[config.mk]
export PLATFORM = sky130hd
export DESIGN_NAME = term_cmd_parser
export DESIGN_NICKNAME = d
export VERILOG_FILES = /design/src/rtl/term_pkg.sv /design/src/rtl/term_clear_sweep.sv /design/src/rtl/term_cmd_parser.sv
export SDC_FILE = /design/constraint.sdc
export NUM_CORES = 1
export LEC_CHECK = 0
export ABC_AREA = 1
export ABC_CLOCK_PERIOD_IN_PS = 1490
export CAP_MARGIN = 20
export CORE_AREA = 2 2 100 102
export CTS_BUF_LIST = sky130_fd_sc_hd__clkbuf_16
export CTS_CLUSTER_DIAMETER = 100
export DETAILED_ROUTE_END_ITERATION = 8
export DIE_AREA = 0 0 102 104
export PLACE_DENSITY_LB_ADDON = 0.1
export SLEW_MARGIN = 20
export SYNTH_ARGS = -nofsm -noshare
export SYNTH_HDL_FRONTEND = slang
export SYNTH_SLANG_ARGS = --single-unit
[constraint.sdc]
create_clock -name clk -period 1.49 [get_ports clk]
set_clock_uncertainty 0.05 [all_clocks]
set_input_delay 0.2235 -clock clk [delete_from_list [all_inputs] [get_ports clk]]
set_output_delay 0.2235 -clock clk [all_outputs]
set_load 0.02 [all_outputs]
[src/rtl/term_pkg.sv]
// Shared constants, control codes and state encoding for the text-mode terminal front end.
package term_pkg;

  localparam int unsigned DEF_COLS     = 80;
  localparam int unsigned DEF_ROWS     = 30;
  localparam int unsigned DEF_X_W      = 7;
  localparam int unsigned DEF_Y_W      = 5;
  localparam int unsigned DEF_TAB_STOP = 8;

  localparam logic [7:0] CH_BS       = 8'h08;
  localparam logic [7:0] CH_TAB      = 8'h09;
  localparam logic [7:0] CH_LF       = 8'h0A;
  localparam logic [7:0] CH_FF       = 8'h0C;
  localparam logic [7:0] CH_CR       = 8'h0D;
  localparam logic [7:0] CH_ESC      = 8'h1B;
  localparam logic [7:0] CH_LBRACKET = 8'h5B;
  localparam logic [7:0] CH_SEMI     = 8'h3B;
  localparam logic [7:0] CH_H        = 8'h48;

  typedef enum logic [2:0] {
    IDLE,
    ESC,
    CSI_ROW,
    CSI_COL,
    CLEAR,
    SCROLL_WAIT
  } state_t;

  // 1-based CSI coordinate to 0-based cursor position; 0 acts as 1, large values clamp.
  function automatic int unsigned csi_pos(input int unsigned n, input int unsigned lim);
    if (n == 0) return 0;
    else if (n >= lim) return lim - 1;
    else return n - 1;
  endfunction

endpackage

[src/rtl/term_clear_sweep.sv]
// Row-major sweep over every screen cell, one address per cycle after start.
module term_clear_sweep #(
  parameter int unsigned ROWS = term_pkg::DEF_ROWS,
  parameter int unsigned COLS = term_pkg::DEF_COLS,
  parameter int unsigned X_W  = term_pkg::DEF_X_W,
  parameter int unsigned Y_W  = term_pkg::DEF_Y_W
) (
  input  logic           clk,
  input  logic           rst_n,
  input  logic           start,
  output logic [Y_W-1:0] row,
  output logic [X_W-1:0] col,
  output logic           done_c
);

  localparam logic [X_W-1:0] X_LAST = X_W'(COLS - 1);
  localparam logic [Y_W-1:0] Y_LAST = Y_W'(ROWS - 1);

  logic running;

  // High while the final cell address is being presented.
  assign done_c = running && (row == Y_LAST) && (col == X_LAST);

  always_ff @(posedge clk or negedge rst_n) begin
    if (!rst_n) begin
      running <= 1'b0;
      row     <= '0;
      col     <= '0;
    end else if (start) begin
      running <= 1'b1;
      row     <= '0;
      col     <= '0;
    end else if (running) begin
      if (col == X_LAST) begin
        col <= '0;
        if (row == Y_LAST) begin
          running <= 1'b0;
          row     <= '0;
        end else begin
          row <= row + Y_W'(1);
        end
      end else begin
        col <= col + X_W'(1);
      end
    end
  end

endmodule

[src/rtl/term_cmd_parser.sv]
// Byte interpreter for the text screen: cursor, cell writes, scroll and clear requests.
// Define TERM_CSI_EN to add the ESC [ row ; col H cursor-positioning sequence.
module term_cmd_parser
  import term_pkg::*;
#(
  parameter int unsigned COLS     = term_pkg::DEF_COLS,
  parameter int unsigned ROWS     = term_pkg::DEF_ROWS,
  parameter int unsigned X_W      = term_pkg::DEF_X_W,
  parameter int unsigned Y_W      = term_pkg::DEF_Y_W,
  parameter int unsigned TAB_STOP = term_pkg::DEF_TAB_STOP
) (
  input  logic               clk,
  input  logic               rst_n,
  input  logic [7:0]         rx_data,
  input  logic               rx_empty,
  output logic               rd_uart,
  output logic               wr_en,
  output logic [X_W+Y_W-1:0] wr_addr,
  output logic [6:0]         wr_data,
  output logic               scroll_req,
  input  logic               scroll_ack,
  output logic [X_W-1:0]     cursor_x,
  output logic [Y_W-1:0]     cursor_y,
  output logic               busy
);

  localparam logic [X_W-1:0] X_LAST = X_W'(COLS - 1);
  localparam logic [Y_W-1:0] Y_LAST = Y_W'(ROWS - 1);
  localparam int unsigned    TS_W   = $clog2(TAB_STOP);

  state_t         state;
  logic [X_W-1:0] x_q;
  logic [Y_W-1:0] y_q;

  logic           pop_c;
  logic           sweep_start_c;
  logic           sweep_done_c;
  logic [Y_W-1:0] sweep_row;
  logic [X_W-1:0] sweep_col;
  logic [X_W:0]   tab_next_c;
  logic [X_W-1:0] tab_x_c;

  assign pop_c         = !rx_empty && (state inside {IDLE, ESC, CSI_ROW, CSI_COL});
  assign rd_uart       = pop_c;
  assign sweep_start_c = pop_c && (state == IDLE) && (rx_data == CH_FF);
  assign cursor_x      = x_q;
  assign cursor_y      = y_q;

  // Next tab stop computed one bit wider so the last stop can exceed the line before clamping.
  assign tab_next_c = (({1'b0, x_q} >> TS_W) + (X_W+1)'(1)) << TS_W;
  assign tab_x_c    = (tab_next_c > {1'b0, X_LAST}) ? X_LAST : tab_next_c[X_W-1:0];

`ifdef TERM_CSI_EN
  localparam int unsigned ACC_W = 7;

  logic [ACC_W-1:0]   row_acc;
  logic [ACC_W-1:0]   col_acc;
  logic [ACC_W-1:0]   acc_sel_c;
  logic [ACC_W+3:0]   acc_mul_c;
  logic [ACC_W-1:0]   acc_next_c;
  logic               is_digit_c;

  assign is_digit_c = (rx_data >= 8'h30) && (rx_data <= 8'h39);
  assign acc_sel_c  = (state == CSI_COL) ? col_acc : row_acc;
  assign acc_mul_c  = (ACC_W+4)'(acc_sel_c) * (ACC_W+4)'(10) + (ACC_W+4)'(rx_data[3:0]);
  assign acc_next_c = (acc_mul_c > (ACC_W+4)'(127)) ? ACC_W'(127) : acc_mul_c[ACC_W-1:0];
`endif

  term_clear_sweep #(
    .ROWS(ROWS),
    .COLS(COLS),
    .X_W (X_W),
    .Y_W (Y_W)
  ) u_sweep (
    .clk   (clk),
    .rst_n (rst_n),
    .start (sweep_start_c),
    .row   (sweep_row),
    .col   (sweep_col),
    .done_c(sweep_done_c)
  );

  always_ff @(posedge clk or negedge rst_n) begin
    if (!rst_n) begin
      state      <= IDLE;
      x_q        <= '0;
      y_q        <= '0;
      wr_en      <= 1'b0;
      wr_addr    <= '0;
      wr_data    <= '0;
      scroll_req <= 1'b0;
      busy       <= 1'b0;
`ifdef TERM_CSI_EN
      row_acc    <= '0;
      col_acc    <= '0;
`endif
    end else begin
      wr_en <= 1'b0;
      case (state)
        IDLE: begin
          if (pop_c) begin
            if ((rx_data >= 8'h20) && (rx_data <= 8'h7E)) begin
              wr_en   <= 1'b1;
              wr_addr <= {y_q, x_q};
              wr_data <= rx_data[6:0];
              if (x_q == X_LAST) begin
                x_q <= '0;
                if (y_q == Y_LAST) begin
                  state      <= SCROLL_WAIT;
                  scroll_req <= 1'b1;
                  busy       <= 1'b1;
                end else begin
                  y_q <= y_q + Y_W'(1);
                end
              end else begin
                x_q <= x_q + X_W'(1);
              end
            end else if (rx_data == CH_CR) begin
              x_q <= '0;
              if (y_q == Y_LAST) begin
                state      <= SCROLL_WAIT;
                scroll_req <= 1'b1;
                busy       <= 1'b1;
              end else begin
                y_q <= y_q + Y_W'(1);
              end
            end else if (rx_data == CH_BS) begin
              if (x_q != '0) begin
                x_q     <= x_q - X_W'(1);
                wr_en   <= 1'b1;
                wr_addr <= {y_q, x_q - X_W'(1)};
                wr_data <= '0;
              end
            end else if (rx_data == CH_TAB) begin
              x_q <= tab_x_c;
            end else if (rx_data == CH_FF) begin
              state <= CLEAR;
              busy  <= 1'b1;
`ifdef TERM_CSI_EN
            end else if (rx_data == CH_ESC) begin
              state <= ESC;
`endif
            end
          end
        end

        // One blank write per cycle following the sweep counter.
        CLEAR: begin
          wr_en   <= 1'b1;
          wr_addr <= {sweep_row, sweep_col};
          wr_data <= '0;
          if (sweep_done_c) begin
            state <= IDLE;
            busy  <= 1'b0;
            x_q   <= '0;
            y_q   <= '0;
          end
        end

        SCROLL_WAIT: begin
          if (scroll_ack) begin
            state      <= IDLE;
            scroll_req <= 1'b0;
            busy       <= 1'b0;
          end
        end

`ifdef TERM_CSI_EN
        ESC: begin
          if (pop_c) begin
            row_acc <= '0;
            col_acc <= '0;
            state   <= (rx_data == CH_LBRACKET) ? CSI_ROW : IDLE;
          end
        end

        CSI_ROW, CSI_COL: begin
          if (pop_c) begin
            if (is_digit_c) begin
              if (state == CSI_ROW) row_acc <= acc_next_c;
              else                  col_acc <= acc_next_c;
            end else if ((rx_data == CH_SEMI) && (state == CSI_ROW)) begin
              state <= CSI_COL;
            end else if (rx_data == CH_H) begin
              x_q   <= X_W'(csi_pos(32'(col_acc), COLS));
              y_q   <= Y_W'(csi_pos(32'(row_acc), ROWS));
              state <= IDLE;
            end else begin
              state <= IDLE;
            end
          end
        end
`endif

        default: state <= IDLE;
      endcase
    end
  end

endmodule
# Word-level counts from Yosys, hierarchy flattened
# Index checks and enable logic that the tools add are counted.
word_totals:
  reg_bits: 50
  inputBits: 12
  output_inout_bits: 35
  word_cells: 142
classes:
  addsub: 6
  magnitude_cmp: 3
  n_eq_ne: 26
  muxes: 74
  n_reduce_logical: 22
ops:
  columns: ["op", "count"]
  rows:
  - ["7-bit 2-to-1 mux", 17]
  - ["12-bit 2-to-1 mux", 5]
  - ["5-bit 2-to-1 mux", 10]
  - ["8-bit by 4-bit == test with 1-bit output (second input constant)", 4]
  - ["3-bit 2-to-1 mux", 10]
  - ["7-bit one-hot mux with 2 select lines", 2]
  - ["1-bit 2-to-1 mux", 24]
  - ["12-bit one-hot mux with 2 select lines", 1]
  - ["5-bit AND reduction", 4]
  - ["7-bit by 1-bit adder with 7-bit output (second input constant)", 2]
  - ["7-bit == test (second input constant)", 2]
  - ["5-bit by 1-bit adder with 5-bit output (second input constant)", 2]
  - ["5-bit == test (second input constant)", 2]
  - ["5-bit one-hot mux with 2 select lines", 1]
  - ["3-bit by 1-bit inequality test with 1-bit output (second input constant)", 3]
  - ["3-bit one-hot mux with 3 select lines", 1]
  - ["8-bit by 6-bit greater-or-equal comparator with 1-bit output (second input constant)", 1]
  - ["8-bit by 7-bit greater-than comparator with 1-bit output (second input constant)", 1]
  - ["8-bit by 7-bit less-or-equal comparator with 1-bit output (second input constant)", 1]
  - ["4-bit inequality test (second input constant)", 2]
  - ["8-bit AND reduction", 1]
  - ["2-bit nonzero test", 4]
  - ["7-bit AND reduction", 1]
  - ["7-bit nonzero test", 1]
  - ["19 further kinds", 29]

# Depth between registers and ports, before layout
depth:
  ltp_word: 9
  depth_mapped: 12
  ltp_nobuf: 12

# Hierarchy
# From an unflattened synthesis, not the netlist that was laid out.
unflattened:
  hier_cells: 476
  hier_area_um2: 3472.1
modules_own_cells:
  columns: ["module", "n_inst", "cells_each", "area_per_inst_um2"]
  rows:
  - ["term_cmd_parser", 1, 368, 2661.3]
  - ["term_clear_sweep", 1, 108, 810.8]

# Least setup slack after synthesis
# OpenSTA, ideal clock, no wires.
synth_path:
  path_type: "reg-to-reg"
  startpoint: "reg x_q[3], in the netlist cursor_x[3]"
  endpoint: "reg x_q[3], in the netlist cursor_x[3]"
  arrival_time_ps: 1655
  slack_ps: -331
  stages_incl_launch_ff: 12
  path_buffers: 1
  period_less_slack_ps: 1821
  cell_sequence: "dfrtp_1 > buf_2 > inv_1 > ha_1 > a21oi_1 > nand3_1 > nand2_1 > nand2_1 > nand2_1 > o21ai_0 > nand2_1 > nand2_1"
synth_via:
  elab_chain_len: 9
  elab_cells_between_ends: 17
  classes_between: "add/sub (3); order compare (1); eq/ne (2); mux (9); reduce/logical (2)"
synth_lines:
  columns: ["item", "line", "text"]
  rows:
  - ["from (decl)", "term_cmd_parser.sv:32", "logic [X_W-1:0] x_q;"]
  - ["from (signal assigned)", "term_cmd_parser.sv:116", "x_q <= x_q + X_W'(1);"]
  - ["from (signal assigned)", "term_cmd_parser.sv:129", "x_q <= x_q - X_W'(1);"]
  - ["from (signal assigned)", "term_cmd_parser.sv:135", "x_q <= tab_x_c;"]
  - ["4-bit by 1-bit adder with 5-bit output", "term_cmd_parser.sv:50", "assign tab_next_c = (({1'b0, x_q} >> TS_W) + (X_W+1)'(1)) << TS_W;"]
  - ["8-bit by 7-bit greater-than comparator with 1-bit output", "term_cmd_parser.sv:51", "assign tab_x_c = (tab_next_c > {1'b0, X_LAST}) ? X_LAST : tab_next_c[X_W-1:0];"]
  - ["7-bit 2-to-1 mux", "term_cmd_parser.sv:51", null]
  - ["7-bit 2-to-1 mux", "term_cmd_parser.sv:134", "end else if (rx_data == CH_TAB) begin"]
  - ["7-bit 2-to-1 mux", "term_cmd_parser.sv:127", "end else if (rx_data == CH_BS) begin"]
  - ["7-bit 2-to-1 mux", "term_cmd_parser.sv:118", "end else if (rx_data == CH_CR) begin"]
  - ["7-bit 2-to-1 mux", "term_cmd_parser.sv:102", "if ((rx_data >= 8'h20) && (rx_data <= 8'h7E)) begin"]
  - ["7-bit 2-to-1 mux", "term_cmd_parser.sv:101", "if (pop_c) begin"]
  - ["7-bit one-hot mux with 2 select lines", "term_cmd_parser.sv:99", "case (state)"]
# Several ways; a longest one is shown, not always the timed one. The select of a mux whose other input is x is not followed.
# A chain may end at the register's enable or synchronous reset.

# Worst setup path in the final report
layout_path:
  startpoint: "reg x_q[1], in the netlist cursor_x[1]"
  endpoint: "reg y_q[1], in the netlist cursor_y[1]"
layout_via:
  elab_chain_len: 3
layout_lines:
  columns: ["item", "line", "text"]
  rows:
  - ["7-bit == test", "term_cmd_parser.sv:106", "if (x_q == X_LAST) begin"]
  - ["3-bit by 2-bit inequality test with 1-bit output (no source line)", null, null]
  - ["5-bit AND reduction (no source line)", null, null]
  - ["to (signal assigned)", "term_cmd_parser.sv:113", "y_q <= y_q + Y_W'(1);"]
  - ["to (signal assigned)", "term_cmd_parser.sv:125", "y_q <= y_q + Y_W'(1);"]
  - ["to (decl)", "term_cmd_parser.sv:33", "logic [Y_W-1:0] y_q;"]
# No other way between the ends.

==> qor.yml <==
synth_area_in_xor_xnor_pct: 3.024
h-tree-depth: 2
grt_pass1_vias: 3435
yosysTopAreaCellShare_pct: 36.00
num_io_pins: 47
synth_ff_type: "sky130_fd_sc_hd__dfrtp_1"
timing.final.crit_share_pct: 113.0
busiest_layer: "met2"
gate_count_of_the_mapped_netlist: 458
critPathSlowestCell: "sky130_fd_sc_hd__dfrtp_2"
async_flop_share_pct: 100.0
number_of_register_bits_inferred_by_synthesis: 50
critical_path.endpoint_type: "register"
core_area_sq_mm: 0.009549
number_of_buffers_added_by_the_clock_tree_synthesis_step: 5
insertedDiodeCount: 0
initial_core_util_pct: 36.40
finalSetupViolations: 43
drive_above_1_share_pct: 41.34
totalNegativeSetupSlack_ps: -5109
failed_checks: "setup timing"
use_met2_pct: 31.30
dr.pass1.iters: 4
post-synth-top-count-cell: "sky130_fd_sc_hd__nand2_1"
power.ir.vdd_worst_v: 0.0007450
hold_violations: 0
detail_route.iter0.violations: 192
ys_top_cells_by_count: "sky130_fd_sc_hd__nand2_1 (127), sky130_fd_sc_hd__dfrtp_1 (50), sky130_fd_sc_hd__nand3_1 (43)"
detailed_place_hpwl_mm: 7.677
route.antenna.remaining_nets: 0
wl_per_cell_microns: 13.66
grt_pass1_wl_mm: 16.55
ff2ff_setup_slack_ps: -190
place.port_buffers: 46
post_synth_instance_area_sq_mm: 0.003476
total_leakage_power_uw: 0.002736
clk_sinks: 50
post_route_setup_slack_ps: -193.6
rows: 36
arrival_time_at_the_worst_endpoint_ps: 1820
height_of_the_chip_microns: 104
syn_to_final_growth_pct: 54.28
min-delay-path-class: "in2reg"
cpMostUsedCell: "sky130_fd_sc_hd__nand2_4"
globalRouteTotalUtil_pct: 19.33
total_of_warnings_raised_by_yosys: 0
fmaxAchievable_mhz: 594.0
via_per_inst: 4.678
die-area_sq_mm: 0.01061
floorplan.die.width_microns: 102
grt_use_met3_pct: 2.285
clock-root-buffer: "sky130_fd_sc_hd__clkbuf_16"
antenna_violations_before_repair: 0
synth_simple_gate_area_share_pct: 36.39
gp_congestion: 0.8516
finalWirelength_mm: 10.18
via_count: 3485
inst_count_dp: 714
cp_max_fo: 5
seq_area_frac_synth_pct: 36.00
synth_compound_gate_area_share_pct: 12.20
power-per-cell-area_mw_per_mm2: 1679
skew_pair_late_insertion_delay_ps: 290
crit_type: "reg2reg"
critical_path.cell_chain: "ha_4, nand2_4, inv_4, nand2_4, nor3_4, inv_2, nand2_4, nor2_4, nor2_4, nand2_8, nand2_2, o21ai_2"
grt_max_degree: 22
muxShareOfSynthArea_pct: 0.2880
hold_slack_ps: 158.4
run_status: "finished, violations left"
maxCapViolCount: 0
synthTopCellsByArea: "sky130_fd_sc_hd__dfrtp_1 (36%), sky130_fd_sc_hd__nand2_1 (14%), sky130_fd_sc_hd__nand3_1 (6.2%)"
synth_area_leader_cell: "sky130_fd_sc_hd__dfrtp_1"
worst_setup_path_start_kind: "register"
synthesis.area_per_instance_sq_um: 7.589
time_the_final_worst_path_needs_with_i_o_delays_and_setup_ps: 1684
final_core_util_pct: 56.16
final_net_count: 634
netlist-cell-type-count: 46
rsz0062_at_grt: "true"
drt_drc: 0
globalRoute.totalOverflow: 0
synth_nets: 481
crit_path_max_incr_delay_ps: 430
max-clock-path-buffers: 2
finalMaxSlewViolations: 0
finish.cell_count_without_fillers: 745
synth_enable_flop_cells: 0
grt_use_met1_pct: 27.36
synth_top_family_by_area: "simple AND/OR/NAND/NOR gates"
tritoncts_clock_tree: "yes"
path_clk_slew_ps: 70
synthAdderAreaFrac_pct: 3.960
critical_path_required_ps: 1630
stage by stage:
| step | total power, uW | instance area (sq um) | setup WS [ps] |
|---|---|---|---|
| 2_1_floorplan | 5216 | 3547 | -135.9 |
| 3_3_place_gp | 7302 | 4806 | -566.8 |
| 3_5_place_dp | 7352 | 4806 | -570.7 |
| 4_1_cts | 8650 | 5160 | -230.1 |
| 5_1_grt | 9702 | 5363 | -289.9 |
| 6_report | 9004 | 5363 | -193.6 |
layer usage:
| metal | vias to the layer above | share of wire [%] |
|---|---|---|
| met5 | - | 0 |
| met4 | 0 | 0.89 |
| met3 | 7 | 2.4 |
| met2 | 49 | 49 |
| met1 | 1642 | 48 |
| li1 | 1787 | - |
logic make-up (layout without fill, tap and decap cells):
family,Yosys count,count (layout)
other,1,1
AOI/OAI and AO/OA,67,67
muxes,1,1
DFF,50,50
buffers and inverters,62,215
xor gates and xnor gates,12,12
adders and majority gates,11,11
and+or+nand+nor,254,255
flip-flops by register name (all words and copies together) (netlist names):
name / count
u_sweep.col: 7
wr_en: 1
state: 3
wr_data: 7
wr_addr: 12
scroll_req: 1
cursor_y: 5
u_sweep.row: 5
cursor_x: 7
busy: 1
u_sweep.running: 1
repair_timing:
| item | CTS | global route |
|---|---|---|
| gates resized for setup | 77 | 67 |
| endpoints found under the hold margin | 12 | 0 |
| cloned | 1 | 0 |
| setup buffers | 16 | 7 |
| hold buffers | 1 | 0 |
| endpoints found under the setup margin | 83 | 51 |
| pin swaps | 28 | 24 |
critical path, delay by kind of cell, from the launching register on:
family,cells,cell delay (ps)
compound gates,1,50
fa+ha+maj,1,170
simple gates,8,740
flops,1,430
buf+inv,2,140
path summary, 6_finish.rpt:
path / start / end / cells past startpoint
worst max-delay path: cursor_x[1] / cursor_y[1] / 12
worst min-delay path: rx_data[6] / wr_data[6] / 3
worst max register to register: cursor_x[1] / cursor_y[1] / 12
worst min register to register: wr_addr[2] / wr_addr[2] / 2
max in group asynchronous: rst_n / cursor_y[2] / 3
min in group asynchronous: rst_n / cursor_x[5] / 2
final cells by class:
cell class	instances	area [sq um]
clock buffer	5	125.1
clock inverter	3	43.79
fill	911	4187
inverter	51	202.7
multi-input combinational	347	2235
sequential	50	1257
tap	133	166.4
timing repair buffer	156	1333
cells in the final DEF, fill, tap and decap left out, drive strengths merged, types with 3 or more instances in the layout:
master         instances
a21oi                  8
buf                  110
clkbuf                12
clkdlybuf4s15          3
dfrtp                 50
dlygate4sd2           32
ha                    11
inv                   51
nand2                142
nand3                 51
nand4                  5
nor2                  51
nor3                   3
o211ai                 3
o21ai                 43
o22ai                  3
o31ai                  5
or2                    3
xor2                  10
where the power goes:
part	switching [uW]	internal (uW)	total, uW
clock	537	797	1330
sequential	458	1830	2290
combinational	3000	2380	5380
total	3990	5010	9000
Power figures use the tool's default switching activity.
